<file path="config.mk">
export PLATFORM = sky130hd
export DESIGN_NAME = vga_timing
export DESIGN_NICKNAME = d
export VERILOG_FILES = /design/src/rtl/vga_pkg.sv /design/src/rtl/vga_axis_cnt.sv /design/src/rtl/vga_timing.sv
export SDC_FILE = /design/constraint.sdc
export NUM_CORES = 1
export LEC_CHECK = 0
export BUFFER_PORTS_ARGS = -buffer_cell sky130_fd_sc_hd__buf_4
export CORE_MARGIN = 2
export CORE_UTILIZATION = 59
export CTS_BUF_LIST = sky130_fd_sc_hd__clkbuf_8
export CTS_CLUSTER_DIAMETER = 100
export DETAILED_ROUTE_END_ITERATION = 10
export GPL_ROUTABILITY_DRIVEN = 0
export HOLD_SLACK_MARGIN = 0.06
export PLACE_DENSITY = 0.89
export RECOVER_POWER = 100
export SETUP_SLACK_MARGIN = 0.02
export SYNTH_ARGS = -nofsm -noshare
export SYNTH_HDL_FRONTEND = slang
export SYNTH_SLANG_ARGS = --single-unit
</file>
<file path="constraint.sdc">
create_clock -name clk -period 4.6 [get_ports clk]
set_input_delay 0.46 -clock clk [delete_from_list [all_inputs] [get_ports clk]]
set_output_delay 0.46 -clock clk [all_outputs]
set_load 0.01 [all_outputs]
</file>
<file path="src/rtl/vga_pkg.sv">
// Shared timing constants and helpers for the VGA pixel-timing generator.
// Defaults describe 640x480 @ 60 Hz.
package vga_pkg;

   localparam int unsigned DEF_H_ACTIVE = 640;
   localparam int unsigned DEF_H_FP     = 16;
   localparam int unsigned DEF_H_SYNC   = 96;
   localparam int unsigned DEF_H_BP     = 48;
   localparam int unsigned DEF_V_ACTIVE = 480;
   localparam int unsigned DEF_V_FP     = 10;
   localparam int unsigned DEF_V_SYNC   = 2;
   localparam int unsigned DEF_V_BP     = 33;

   function automatic int unsigned h_total(input int unsigned active, input int unsigned fp,
                                           input int unsigned sync, input int unsigned bp);
      return active + fp + sync + bp;
   endfunction

   function automatic int unsigned v_total(input int unsigned active, input int unsigned fp,
                                           input int unsigned sync, input int unsigned bp);
      return active + fp + sync + bp;
   endfunction

   localparam int unsigned DEF_H_TOTAL = h_total(DEF_H_ACTIVE, DEF_H_FP, DEF_H_SYNC, DEF_H_BP);
   localparam int unsigned DEF_V_TOTAL = v_total(DEF_V_ACTIVE, DEF_V_FP, DEF_V_SYNC, DEF_V_BP);
   localparam int unsigned H_W         = $clog2(DEF_H_TOTAL);
   localparam int unsigned V_W         = $clog2(DEF_V_TOTAL);

endpackage

</file>
<file path="src/rtl/vga_axis_cnt.sv">
// Single-axis timing counter: counts 0..TOTAL-1 while enabled and decodes
// the visible region and the (polarity-free) sync window from the count.
module vga_axis_cnt
   import vga_pkg::*;
#(
   parameter int unsigned ACTIVE = DEF_H_ACTIVE,
   parameter int unsigned FP     = DEF_H_FP,
   parameter int unsigned SYNC   = DEF_H_SYNC,
   parameter int unsigned BP     = DEF_H_BP,
   parameter int unsigned W      = $clog2(h_total(ACTIVE, FP, SYNC, BP))
) (
   input  logic         clk,
   input  logic         rst_n,
   input  logic         en,
   output logic [W-1:0] cnt,
   output logic         wrap,
   output logic         active,
   output logic         sync
);

   localparam int unsigned TOTAL = h_total(ACTIVE, FP, SYNC, BP);
   localparam logic [W-1:0] LAST = W'(TOTAL - 1);

   // Widened copy so the sync end bound may equal TOTAL without overflowing W bits.
   logic [31:0] cnt_ext;
   assign cnt_ext = 32'(cnt);

   assign wrap   = en && (cnt == LAST);
   assign active = cnt_ext < ACTIVE;
   assign sync   = (cnt_ext >= ACTIVE + FP) && (cnt_ext < ACTIVE + FP + SYNC);

   always_ff @(posedge clk) begin
      if (!rst_n) begin
         cnt <= '0;
      end else if (en) begin
         cnt <= wrap ? '0 : cnt + W'(1);
      end
   end

endmodule

</file>
<file path="src/rtl/vga_timing.sv">
// VGA pixel-timing generator driven by a one-cycle pixel strobe on the system clock.
// Define VGA_TIMING_REG_OUT_EN to register sync/active/coordinate outputs (one-pixel lag).
module vga_timing
   import vga_pkg::*;
#(
   parameter int unsigned H_ACTIVE = DEF_H_ACTIVE,
   parameter int unsigned H_FP     = DEF_H_FP,
   parameter int unsigned H_SYNC   = DEF_H_SYNC,
   parameter int unsigned H_BP     = DEF_H_BP,
   parameter int unsigned V_ACTIVE = DEF_V_ACTIVE,
   parameter int unsigned V_FP     = DEF_V_FP,
   parameter int unsigned V_SYNC   = DEF_V_SYNC,
   parameter int unsigned V_BP     = DEF_V_BP,
   parameter bit          HS_POL   = 1'b0,
   parameter bit          VS_POL   = 1'b0
) (
   input  logic clk,
   input  logic rst_n,
   input  logic pix_en_i,
   output logic hsync_o,
   output logic vsync_o,
   output logic active_o,
   output logic [$clog2(h_total(H_ACTIVE, H_FP, H_SYNC, H_BP))-1:0] x_o,
   output logic [$clog2(v_total(V_ACTIVE, V_FP, V_SYNC, V_BP))-1:0] y_o,
   output logic line_start_o,
   output logic frame_start_o
);

   localparam int unsigned XW = $clog2(h_total(H_ACTIVE, H_FP, H_SYNC, H_BP));
   localparam int unsigned YW = $clog2(v_total(V_ACTIVE, V_FP, V_SYNC, V_BP));

   logic [XW-1:0] h_cnt;
   logic [YW-1:0] v_cnt;
   logic          h_wrap;
   logic          unused_v_wrap;
   logic          h_active;
   logic          v_active;
   logic          h_sync;
   logic          v_sync;
   logic          hs_lvl;
   logic          vs_lvl;

   vga_axis_cnt #(
      .ACTIVE (H_ACTIVE),
      .FP     (H_FP),
      .SYNC   (H_SYNC),
      .BP     (H_BP),
      .W      (XW)
   ) u_h (
      .clk    (clk),
      .rst_n  (rst_n),
      .en     (pix_en_i),
      .cnt    (h_cnt),
      .wrap   (h_wrap),
      .active (h_active),
      .sync   (h_sync)
   );

   // h_wrap already carries the strobe, so the vertical axis steps once per line.
   vga_axis_cnt #(
      .ACTIVE (V_ACTIVE),
      .FP     (V_FP),
      .SYNC   (V_SYNC),
      .BP     (V_BP),
      .W      (YW)
   ) u_v (
      .clk    (clk),
      .rst_n  (rst_n),
      .en     (h_wrap),
      .cnt    (v_cnt),
      .wrap   (unused_v_wrap),
      .active (v_active),
      .sync   (v_sync)
   );

   assign hs_lvl = h_sync ? HS_POL : ~HS_POL;
   assign vs_lvl = v_sync ? VS_POL : ~VS_POL;

   assign line_start_o  = pix_en_i && (h_cnt == '0);
   assign frame_start_o = line_start_o && (v_cnt == '0);

`ifdef VGA_TIMING_REG_OUT_EN
   // Capture the pre-update decode on each strobe so all five pins stay aligned.
   always_ff @(posedge clk) begin
      if (!rst_n) begin
         hsync_o  <= ~HS_POL;
         vsync_o  <= ~VS_POL;
         active_o <= 1'b1;
         x_o      <= '0;
         y_o      <= '0;
      end else if (pix_en_i) begin
         hsync_o  <= hs_lvl;
         vsync_o  <= vs_lvl;
         active_o <= h_active && v_active;
         x_o      <= h_cnt;
         y_o      <= v_cnt;
      end
   end
`else
   assign hsync_o  = hs_lvl;
   assign vsync_o  = vs_lvl;
   assign active_o = h_active && v_active;
   assign x_o      = h_cnt;
   assign y_o      = v_cnt;
`endif

endmodule
</file>
# ---- Yosys cells after proc, flatten, opt, wreduce, memory -nomap -nowiden
# Cells that the tools add are included.
dict set report word_totals {
  regBits 20
  latchBits 0
  mem_bits_rw 0
  rom_bits 0
  in_bits 3
  out_inout_bits 25
  wordCells 25
  memories 0
}
dict set report op_classes {
  add_sub_neg 2
  mul 0
  n_div 0
  magnitude_cmp 6
  eq_ne 2
  shifts 0
  n_mux 4
  bitwise_logic 0
  n_reduce_logical 9
}
# operator count
set op_table {}
lappend op_table {{10-bit by 1-bit adder with 10-bit output (second input constant)} 2}
lappend op_table {{10-bit equality test (second input constant)} 2}
lappend op_table {{10-bit logical NOT} 2}
lappend op_table {{10-bit < comparator (second input constant)} 2}
lappend op_table {{10-bit by 9-bit < comparator with 1-bit output (second input constant)} 2}
lappend op_table {{10-bit two-way mux} 2}
lappend op_table {{10-bit greater-or-equal comparator (second input constant)} 1}
lappend op_table {{10-bit by 9-bit greater-or-equal comparator with 1-bit output (second input constant)} 1}
lappend op_table {{1-bit logical AND} 7}
lappend op_table {{1-bit two-way mux} 2}

# ---- Longest topological paths before layout
# Gate-level depths: netlist of the first run.
dict set report depth {
  word_depth 4
  mapped_depth 6
  ltp_nobuf 6
}

# ---- Modules after synthesis
# Synthesis of the first run repeated with hierarchy kept, for this count alone.
dict set report hier_totals {
  hier_cells 132
  hier_area_um2 1142.3
}
# module instances cells_per_inst area_per_inst_um2 seq_area_each_um2
set by_module_without_submodules {}
lappend by_module_without_submodules {{vga_axis_cnt (u_h)} 1 63 545.5 200.2}
lappend by_module_without_submodules {{vga_axis_cnt (u_v)} 1 58 523.0 200.2}
lappend by_module_without_submodules {vga_timing 1 11 73.8 0.0}

# ---- Worst setup path before layout of the first run
# Ideal clock, no wire load.
dict set report synth_path {
  path_kind {register to register}
  start {reg u_h.cnt[5]}
  end {reg u_h.cnt[0]}
  setup_time_ns 0.115
  arrival_ns 1.821
  required_ns 4.485
  path_slack_ns 2.665
  stages_incl_launch_ff 7
  path_buffers 2
  synth_period_minus_slack_ns 1.935
  cell_sequence {dfxtp_1 > buf_6 > or3b_4 > or4_4 > buf_6 > and3_1 > o21a_1}
}
dict set report synth_between {
  elab_chain_cells 3
}
# element line_no
set synth_lines {}
lappend synth_lines {{start, declared} vga_axis_cnt.sv:15} ;# output logic [W-1:0] cnt,
lappend synth_lines {{start signal, assigned} vga_axis_cnt.sv:36} ;# cnt <= wrap ? '0 : cnt + W'(1);
lappend synth_lines {{10-bit equality test} vga_axis_cnt.sv:28} ;# assign wrap = en && (cnt == LAST);
lappend synth_lines {{1-bit logical AND} vga_axis_cnt.sv:28}
lappend synth_lines {{10-bit two-way mux} vga_axis_cnt.sv:36}
# Every way passes these cells.
# A chain may end at the register's enable or synchronous reset.

# ---- Worst setup path after layout of the first run
dict set report layout_path {
  start {reg u_h.cnt[9]}
  end {reg u_v.cnt[3]}
}
dict set report layout_between {
  elab_chain_cells 4
}
# element line_no
set layout_lines {}
lappend layout_lines {{10-bit equality test *} vga_axis_cnt.sv:28}
lappend layout_lines {{1-bit logical AND *} vga_axis_cnt.sv:28}
lappend layout_lines {{1-bit logical AND} vga_axis_cnt.sv:28}
lappend layout_lines {{10-bit two-way mux} vga_axis_cnt.sv:36}
lappend layout_lines {{end signal, assigned} vga_axis_cnt.sv:36}
lappend layout_lines {{end, declared} vga_axis_cnt.sv:15}
# Every way passes the cells marked *; elsewhere a longest branch is shown, timed or not.

==> results of run 1 <==
[final timing paths]
kind                                                end  slack, ns  cells past startpoint               startpoint
worst max-delay path            u_v.cnt[3]$_SDFFE_PN0N_       2.11                      4  u_h.cnt[9]$_SDFFE_PN0P_
worst min register to register  u_v.cnt[7]$_SDFFE_PN0N_       0.54                      2  u_v.cnt[7]$_SDFFE_PN0N_
worst max register to register  u_v.cnt[3]$_SDFFE_PN0N_       2.11                      4  u_h.cnt[9]$_SDFFE_PN0P_
worst min-delay path            u_h.cnt[0]$_SDFFE_PN0P_       0.51                      2                    rst_n
[cell families after synthesis]
family / Yosys count
flip-flops: 20
AO/OA/AOI/OAI: 20
buffers and inverters: 14
XOR/XNOR: 8
adder cells (fa/ha/maj): 4
AND/OR/NAND/NOR: 77
[worst max-delay path, stage by stage, from the launching register on]
cell and delay, ns:
dfxtp_1 0.46, or3b_1 0.45, or4_1 0.61, o21ai_0 0.73, nor2_1 0.11
[cell usage in the layout, fill, tap and decap left out]
| cell | netlist | final |
|---|---|---|
| a21boi_0 | 2 | 2 |
| nand4b_1 | 2 | 2 |
| and4_1 | 3 | 3 |
| buf_4 | 0 | 3 |
| ha_1 | 4 | 4 |
| clkbuf_1 | 3 | 24 |
| xor2_1 | 1 | 1 |
| nand3_1 | 8 | 8 |
| xnor2_1 | 7 | 7 |
| o31ai_1 | 5 | 5 |
| or3_1 | 1 | 1 |
| inv_1 | 7 | 7 |
| o21ai_0 | 5 | 6 |
| nor3b_1 | 1 | 1 |
| o21a_1 | 1 | 1 |
| and3_2 | 1 | 1 |
| dfxtp_1 | 20 | 20 |
| or4_1 | 3 | 4 |
| nor4b_1 | 3 | 3 |
| clkbuf_8 | 0 | 4 |
| and3_1 | 6 | 6 |
| a21oi_1 | 5 | 5 |
| and3b_1 | 1 | 1 |
| nor3_1 | 4 | 4 |
| nand2_1 | 13 | 13 |
| nor2b_1 | 2 | 2 |
| and2_0 | 0 | 4 |
| nand2b_1 | 1 | 1 |
| nor2_1 | 10 | 10 |
| nand4_1 | 7 | 7 |
| nor4_1 | 5 | 5 |
| or3b_1 | 0 | 1 |
| o22ai_1 | 1 | 1 |
[report_power, final]
part           internal [mW]  switching [mW]  leakage [nW]  total (mW)
clock                 0.0761          0.0581        0.0288       0.134
combinational        0.00710          0.0106         0.233      0.0177
sequential             0.174         0.00137         0.161       0.176
[area by class of cell]
cell class | count | area, um2 | area share (%)
Tap cell | 27 | 33.8 | 2.58
Multi-Input combinational cell | 109 | 683 | 52.1
Sequential cell | 20 | 400 | 30.5
Timing Repair Buffer | 27 | 113 | 8.59
Inverter | 7 | 26.3 | 2.00
Clock buffer | 4 | 55.1 | 4.20
[registers in the layout (all words and copies together) (netlist names)]
name     flops
u_h.cnt     10
u_v.cnt     10
[per-stage QoR]
| step | hold WS (ns) | setup slack, ns | utilization, % |
|---|---|---|---|
| 2_1_floorplan | 0.528 | 2.66 | - |
| 3_3_place_gp | 0.516 | 2.72 | 71.0 |
| 3_5_place_dp | 0.522 | 2.64 | 71.0 |
| 4_1_cts | 0.518 | 2.49 | 73.8 |
| 5_1_grt | 0.508 | 2.04 | 68.2 |
| 6_report | 0.512 | 2.11 | 68.2 |
[metal layers]
metal  wire length (um)  up-vias
met5                  0        -
met4                 85        0
met3                261       11
met2               1410       70
met1               1210      566
li1                   -      568
==> reports/results.ini, run 1 <==
[global_routing]
grt_util_met2_pct=42.4
grt_overflow=0
gr-max-usage-layer=met2
grt_pass1_vias=1029
grt_pass1_wl_um=4780
grt_use_met1_pct=35.0
grtUsageTotal_pct=25.9
antenna_found_initial=0
grt_max_degree=14
grtUsageMet3_pct=3.40

[sta]
timing.slew.headroom_pct=42.8
post-route-period-util_pct=54.1
setup_viol=0
layout_min_cycle_time_ns=2.49
slew_viol_final=0
tns_ns=0
finalHoldViolCount=0
worst_pin_slew_ns=0.849
fmax_mhz=402
finClkSkew_ns=0.00390
grt_setup_unrepaired=no

[yosys]
netlist_area_um2=1170
synthesis.nets=150
synth_compound_area_share_pct=11.3
synth-simple-area-share_pct=38.2
synth_top_family_by_area=simple AND/OR/NAND/NOR gates
synth-adder-area-share_pct=4.27
synth_cell_type_count=35
synth.ff_latch_count=20
synth_most_common_cell=dfxtp_1
yosysSeqAreaShare_pct=34.2
synthXorXnorAreaFrac_pct=5.98
async_flop_share_pct=0
yosysWarnings=0
synth_top_area_cell=dfxtp_1
synth_edf_count=0
syn_inst=143
muxShareOfSynthArea_pct=0
synth.top_cells.by_count=20 x dfxtp_1, 13 x nand2_1, 10 x nor2_1
synth_top_area_share_pct=34.2
synth.area.top_cells=dfxtp_1 34%, xnor2_1 5.2%, ha_1 4.3%, nand2_1 4.2%, nand4_1 3.7%
synth.avg_cell_area_um2=8.19
ys.flop_type=dfxtp_1

[pwr]
leakage_nw=0.423
finalPower_uw=328
p_per_area_nw_per_um2=250
ir_drop_uv=150

[detailed_routing]
routed_via_density=6.26
drt-pass1-iter-count=4
vias=1215
routedWlPerCell_um=15.3
ant_nets=0
first_iter_violations=63
drc=0
drt-total-wl_um=2960

[critical_path]
path_class=register to register
worstSetupStartpointType=register
path_max_fanout=7
arrival_ns=2.61
crit_required_ns=4.72
end_kind=register

[die]
io_pins=28
die_area_um2=2360
core_area_um2=1920
fp.dieW_um=48.6
start_util_pct=60.9
rows=16
die_h_um=48.6

[layout]
final_area_um2=1310
drive_above_1_share_pct=4.79
antenna_cells=0
layoutNonFillerInstCount=194
nNetsFinal=175
areaGrowthSynthToFinish_pct=12.0
nFillCells=193

[clocking]
clock_sinks=20
cts-root-buf=clkbuf_8
htreeDepth=1
path_clk_slew_ns=0.08
cts.path.max_buffers=2
cts_hold_buffers=0
post_cts_buffers=0
cts_made_buffers=3
postCtsResizedCells=0
clock_latency_ns=0.26
cts_tree=built

[placed_design]
detailed_place_hpwl_um=2100
dpl.cell_count=190
placement.cell_area_um2=1360
numPortBuffers=27

[run_status]
status=finished clean

[worst_hold_path]
hp-class=primary input to register

[run]
cap_viol_max_count=0

(Power assumes the default switching activity.)
==> run 2: changes to the inputs <==
Settings changed: ABC_AREA from default to 1, CORE_UTILIZATION 59 to 50, PLACE_DENSITY 0.89 to 0.79.
Clock period 4.6 ns to 2.2 ns, I/O delays scaled along.
==> reports/results.ini, run 2 <==
[die]
io_pins=28
start_util_pct=52.1
rows=18
die_h_um=54.6
core_area_um2=2450
fp.dieW_um=54.6
die_area_um2=2980

[pwr]
leakage_nw=0.640
finalPower_uw=696
ir_drop_uv=398
p_per_area_nw_per_um2=486

[critical_path]
slowest_stage=dfxtp_1
path_class=register to register
path_buf_inv=1
cpMostUsedCell=nand3_1
reg2reg_slack_ns=0.45
max_stage_delay_ns=0.40
crit_required_ns=2.36
worstSetupStartpointType=register
path_max_fanout=9
cpLargestDelayFamily=simple AND/OR/NAND/NOR gates
end_kind=register
crit_chain=ha_1, nand3_1, nor2_1, nand3_1, nand2_4, nand2_4, nand3_1, inv_1
arrival_ns=1.92

[yosys]
synth_most_common_cell=nand2_1
yosysSeqAreaShare_pct=31.3
synthesis.nets=209
synth_edf_count=0
synth.ff_latch_count=20
yosysWarnings=0
synth.top_cells.by_count=50 x nand2_1, 32 x nor2_1, 30 x inv_1
synth.avg_cell_area_um2=6.33
syn_inst=202
synth_top_area_share_pct=31.3
async_flop_share_pct=0
netlist_area_um2=1280
synth.area.top_cells=dfxtp_1 31%, nand2_1 15%, nor2_1 9.4%, inv_1 8.8%, nand3_1 7.0%
synth_top_area_cell=dfxtp_1
ys.flop_type=dfxtp_1
synth_cell_type_count=23

[detailed_routing]
ant_nets=0
routedWlPerCell_um=10.9
vias=1277
first_iter_violations=29
routed_via_density=4.91
drt-pass1-iter-count=4
drc=0
drt-total-wl_um=2840

[clocking]
clock_latency_ns=0.26
clock_sinks=20
path_clk_slew_ns=0.07
cts.path.max_buffers=2
postCtsResizedCells=0
cts-root-buf=clkbuf_8
htreeDepth=1
post_cts_buffers=0
cts_tree=built
cts_hold_buffers=0
cts_made_buffers=3

[layout]
layoutNonFillerInstCount=260
nFillCells=270
drive_above_1_share_pct=7.39
antenna_cells=0
reg_top3=u_h.cnt (10), u_v.cnt (10)
mostFrequentLayoutCell=nand2_1
nNetsFinal=238
final_cell_mix=50 x nand2_1, 35 x nor2_1, 30 x inv_1, 25 x clkbuf_1
areaGrowthSynthToFinish_pct=11.9

[sta]
post-route-period-util_pct=79.7
finClkSkew_ns=0.00238
setup_viol=0
layout_min_cycle_time_ns=1.75
grt_setup_unrepaired=no
worst_pin_slew_ns=0.308
tns_ns=0
finalHoldViolCount=0
fmax_mhz=571
timing.slew.headroom_pct=79.4
slew_viol_final=0

[global_routing]
grt_pass1_wl_um=4770
grtUsageTotal_pct=22.2
antenna_found_initial=0
grt_pass1_vias=1091
grt_max_degree=14
grt_overflow=0

[run_status]
status=finished clean

[placed_design]
dpl.cell_count=256
detailed_place_hpwl_um=2150
numPortBuffers=27

[run]
cap_viol_max_count=0

[worst_hold_path]
hp-class=primary input to register

run 2: changes by cell type after synthesis, sizes merged, moves of 5 or more:
cell and delta:
and3 -5, inv +25, nand2 +42, nand3 +13, nor2 +28, nor4 -5
o31ai -5, xnor2 -7
run 2: power breakdown:
part           internal, mW  leakage, nW  switching, mW
logic                0.0160        0.450         0.0303
registers             0.365        0.161        0.00410
clock network         0.159       0.0288          0.121
total                 0.540        0.640          0.156
run 2: layer usage:
metal  up-vias  global-route usage (%)  share of wire (%)
li1        695                       -                  -
met1       545                    30.9                 51
met2        30                    33.5                 43
met3         7                    4.10                4.1
met4         0                    9.17                2.0
met5         -                       0                  0
run 2: worst paths after layout:
kind,from,to,cells past startpoint
setup / recovery,u_h.cnt[1]$_SDFFE_PN0P_,u_v.cnt[0]$_SDFFE_PN0N_,8
hold / removal,rst_n,u_h.cnt[2]$_SDFFE_PN0P_,3
setup reg to reg,u_h.cnt[1]$_SDFFE_PN0P_,u_v.cnt[0]$_SDFFE_PN0N_,8
hold reg to reg,u_v.cnt[8]$_SDFFE_PN0N_,u_v.cnt[8]$_SDFFE_PN0N_,2
run 2: worst min-delay path: cells and delay by family:
kind                   cells  cell delay (ns)
buffers and inverters      1             0.15
and+or+nand+nor            2             0.11
run 2: per-stage QoR:
stage                     hold slack [ns]  cell area, um2  utilization, %  setup slack, ns
after global placement              0.525            1490            60.8            0.711
after global routing                0.250            1430            58.3            0.280
final                               0.252            1430            58.3            0.447
after CTS                           0.248            1550            63.0            0.522
after detailed placement            0.519            1490            60.8            0.696
after floorplan                     0.501            1280               -            0.781
run 2: logic make-up (layout without fill, tap and decap cells):
| group | after synthesis | in the layout | share of synthesized area, % |
|---|---|---|---|
| simple gates | 130 | 130 | 48.0 |
| buf+inv | 35 | 63 | 11.6 |
| flops | 20 | 20 | 31.3 |
| compound gates | 13 | 13 | 5.09 |
| fa+ha+maj | 4 | 4 | 3.91 |
run 2: cell type report:
type / count / area, um2 / share of cell area (%)
well taps: 30 / 37.5 / 2.62
multi-input cells: 147 / 707 / 49.4
clock buffers: 4 / 55.1 / 3.85
inverters: 32 / 123 / 8.57
flip-flops and latches: 20 / 400 / 28.0
repair buffers: 27 / 109 / 7.60
==> run 3: changes to the inputs <==
Settings changed: ABC_AREA 1 to 0, CORE_UTILIZATION 50 to 49.
Clock period 2.2 ns to 1.42 ns, I/O delays scaled along.
==> reports/results.ini, run 3 (synthesized netlist as in run 1, its figures left out) <==
[clocking]
cts-root-buf=clkbuf_8
path_clk_slew_ns=0.08
cts.path.max_buffers=2
clock_latency_ns=0.27
cts_tree=built
htreeDepth=1
cts_made_buffers=3
clock_sinks=20

[critical_path]
path_class=register to output port
reg2reg_depth=5
worstSetupStartpointType=register
r2r-start=u_h.cnt[1]$_SDFFE_PN0P_
r2r-end=u_v.cnt[3]$_SDFFE_PN0N_
arrival_ns=1.84
path_max_fanout=3
crit_required_ns=1.28
end_kind=output port
reg2reg_slack_ns=-0.49

[die]
die_h_um=52.9
start_util_pct=52.4
io_pins=28
rows=17
fp.dieW_um=52.9
core_area_um2=2230
die_area_um2=2800

[layout]
nNetsFinal=219
antenna_cells=0
mostFrequentLayoutCell=buf_4
layoutNonFillerInstCount=239
final_area_um2=2020
areaGrowthSynthToFinish_pct=72.6
nFillCells=91
drive_above_1_share_pct=58.3
final_cell_mix=57 x buf_4, 13 x buf_6, 12 x nand2_1, 10 x dfxtp_2, 9 x nor2_1
reg_top3=u_h.cnt (10), u_v.cnt (10)

[run]
cap_viol_max_count=0

[global_routing]
grtUsageTotal_pct=33.7
grt_overflow=0
antenna_found_initial=0
grt_pass1_wl_um=6820
grt_pass1_vias=1415
grt_max_degree=14

[sta]
post-route-period-util_pct=140
grt_setup_unrepaired=yes
setup_viol=22
setup_ws_ns=-0.565
timing.slew.headroom_pct=66.0
fmax_mhz=504
finalHoldViolCount=0
worst_pin_slew_ns=0.506
slew_viol_final=0
layout_min_cycle_time_ns=1.99
finClkSkew_ns=0.00637

[placed_design]
dpl.cell_count=230
detailed_place_hpwl_um=2800
numPortBuffers=27
placement.cell_area_um2=1660

[detailed_routing]
drc=0
vias=1684
first_iter_violations=136
drt-pass1-iter-count=6
ant_nets=0
routed_via_density=7.05
drt-total-wl_um=6060
routedWlPerCell_um=25.3

[worst_hold_path]
min_delay_worst_endpoint=u_h.cnt[0]$_SDFFE_PN0P_
hp-class=primary input to register
min_path_cells=2
hp-start=rst_n

[run_status]
status=complete, but fails checks
failed_checks=setup timing

[pwr]
ir_drop_uv=524
leakage_nw=0.821
p_per_area_nw_per_um2=578

## run 3: cell types whose count changed in the layout (fill, tap and decap cells not counted), sizes merged, moves of 4 or more
cell / previous run / this run
clkbuf: 29 / 4
nand2: 55 / 13
inv: 32 / 7
nand3: 21 / 8
nor4: 0 / 5
and2: 0 / 4
or4: 0 / 4
o31ai: 0 / 5
nor2: 38 / 10
and3: 2 / 7
nor3: 8 / 4
xnor2: 0 / 7
buf: 2 / 71
## run 3: stage by stage
| step | utilization, % | hold WS (ns) | power (mW) | TNS [ns] | setup WS [ns] |
|---|---|---|---|---|---|
| floorplan | - | 0.282 | 0.620 | -5.63 | -0.495 |
| global placement | 74.4 | 0.465 | 0.667 | -3.44 | -0.278 |
| detailed placement | 74.4 | 0.481 | 0.671 | -4.59 | -0.342 |
| CTS | 82.6 | 0.199 | 1.12 | -5.20 | -0.329 |
| global route | 90.5 | 0.217 | 1.20 | -8.62 | -0.576 |
| finish | 90.5 | 0.228 | 1.17 | -7.70 | -0.565 |
## run 3: worst max path at each step
stage,startpoint,endpoint,cells after the start
floorplan,u_h.cnt[6]$_SDFFE_PN0P_,u_h.cnt[0]$_SDFFE_PN0P_,6
global placement,u_h.cnt[9]$_SDFFE_PN0P_,u_h.cnt[0]$_SDFFE_PN0P_,4
detailed placement,u_h.cnt[0]$_SDFFE_PN0P_,u_v.cnt[8]$_SDFFE_PN0N_,5
CTS,u_h.cnt[6]$_SDFFE_PN0P_,u_h.cnt[0]$_SDFFE_PN0P_,4
global route,u_v.cnt[1]$_SDFFE_PN0N_,u_v.cnt[3]$_SDFFE_PN0N_,6
finish,u_h.cnt[9]$_SDFFE_PN0P_,frame_start_o,5
## run 3: final cells by class
cell class / instances / area (um2) / share of cell area, %
Tap cell: 28 / 35.0 / 1.73
Inverter: 7 / 31.3 / 1.55
Timing Repair Buffer: 71 / 589 / 29.1
Multi-Input combinational cell: 109 / 887 / 43.9
Clock buffer: 4 / 55.1 / 2.72
Sequential cell: 20 / 424 / 21.0
## run 3: metal layers
layer  vias to the layer above  part of all wire, %  GRT usage [%]  wire [um]
li1                        658                    -              -          -
met1                       773                   36           39.5       2160
met2                       182                   45           56.9       2730
met3                        71                   11           7.34        666
met4                         0                  8.3           17.9        504
met5                         -                    0              0          0
## run 3: power by group
| part | total (mW) | switching (mW) | leakage, nW | internal, mW |
|---|---|---|---|---|
| sequential | 0.568 | 0.00729 | 0.169 | 0.561 |
| combinational | 0.140 | 0.0672 | 0.623 | 0.0733 |
| clock | 0.460 | 0.212 | 0.0288 | 0.248 |
## run 3: repair_timing
item | CTS | global route
hold endpoints to repair | 0 | 0
gates resized for setup | 32 | 40
pin swaps | 9 | 16
setup buffers | 2 | 3
hold buffers | 0 | 0
endpoints found under the setup margin | 23 | 23
## run 3: critical path, stage by stage, from the launching register on
cell and delay [ns]:
dfxtp_2 0.34, buf_4 0.15, nor4b_1 0.42, and3_4 0.29, and4_1 0.25, buf_6 0.13
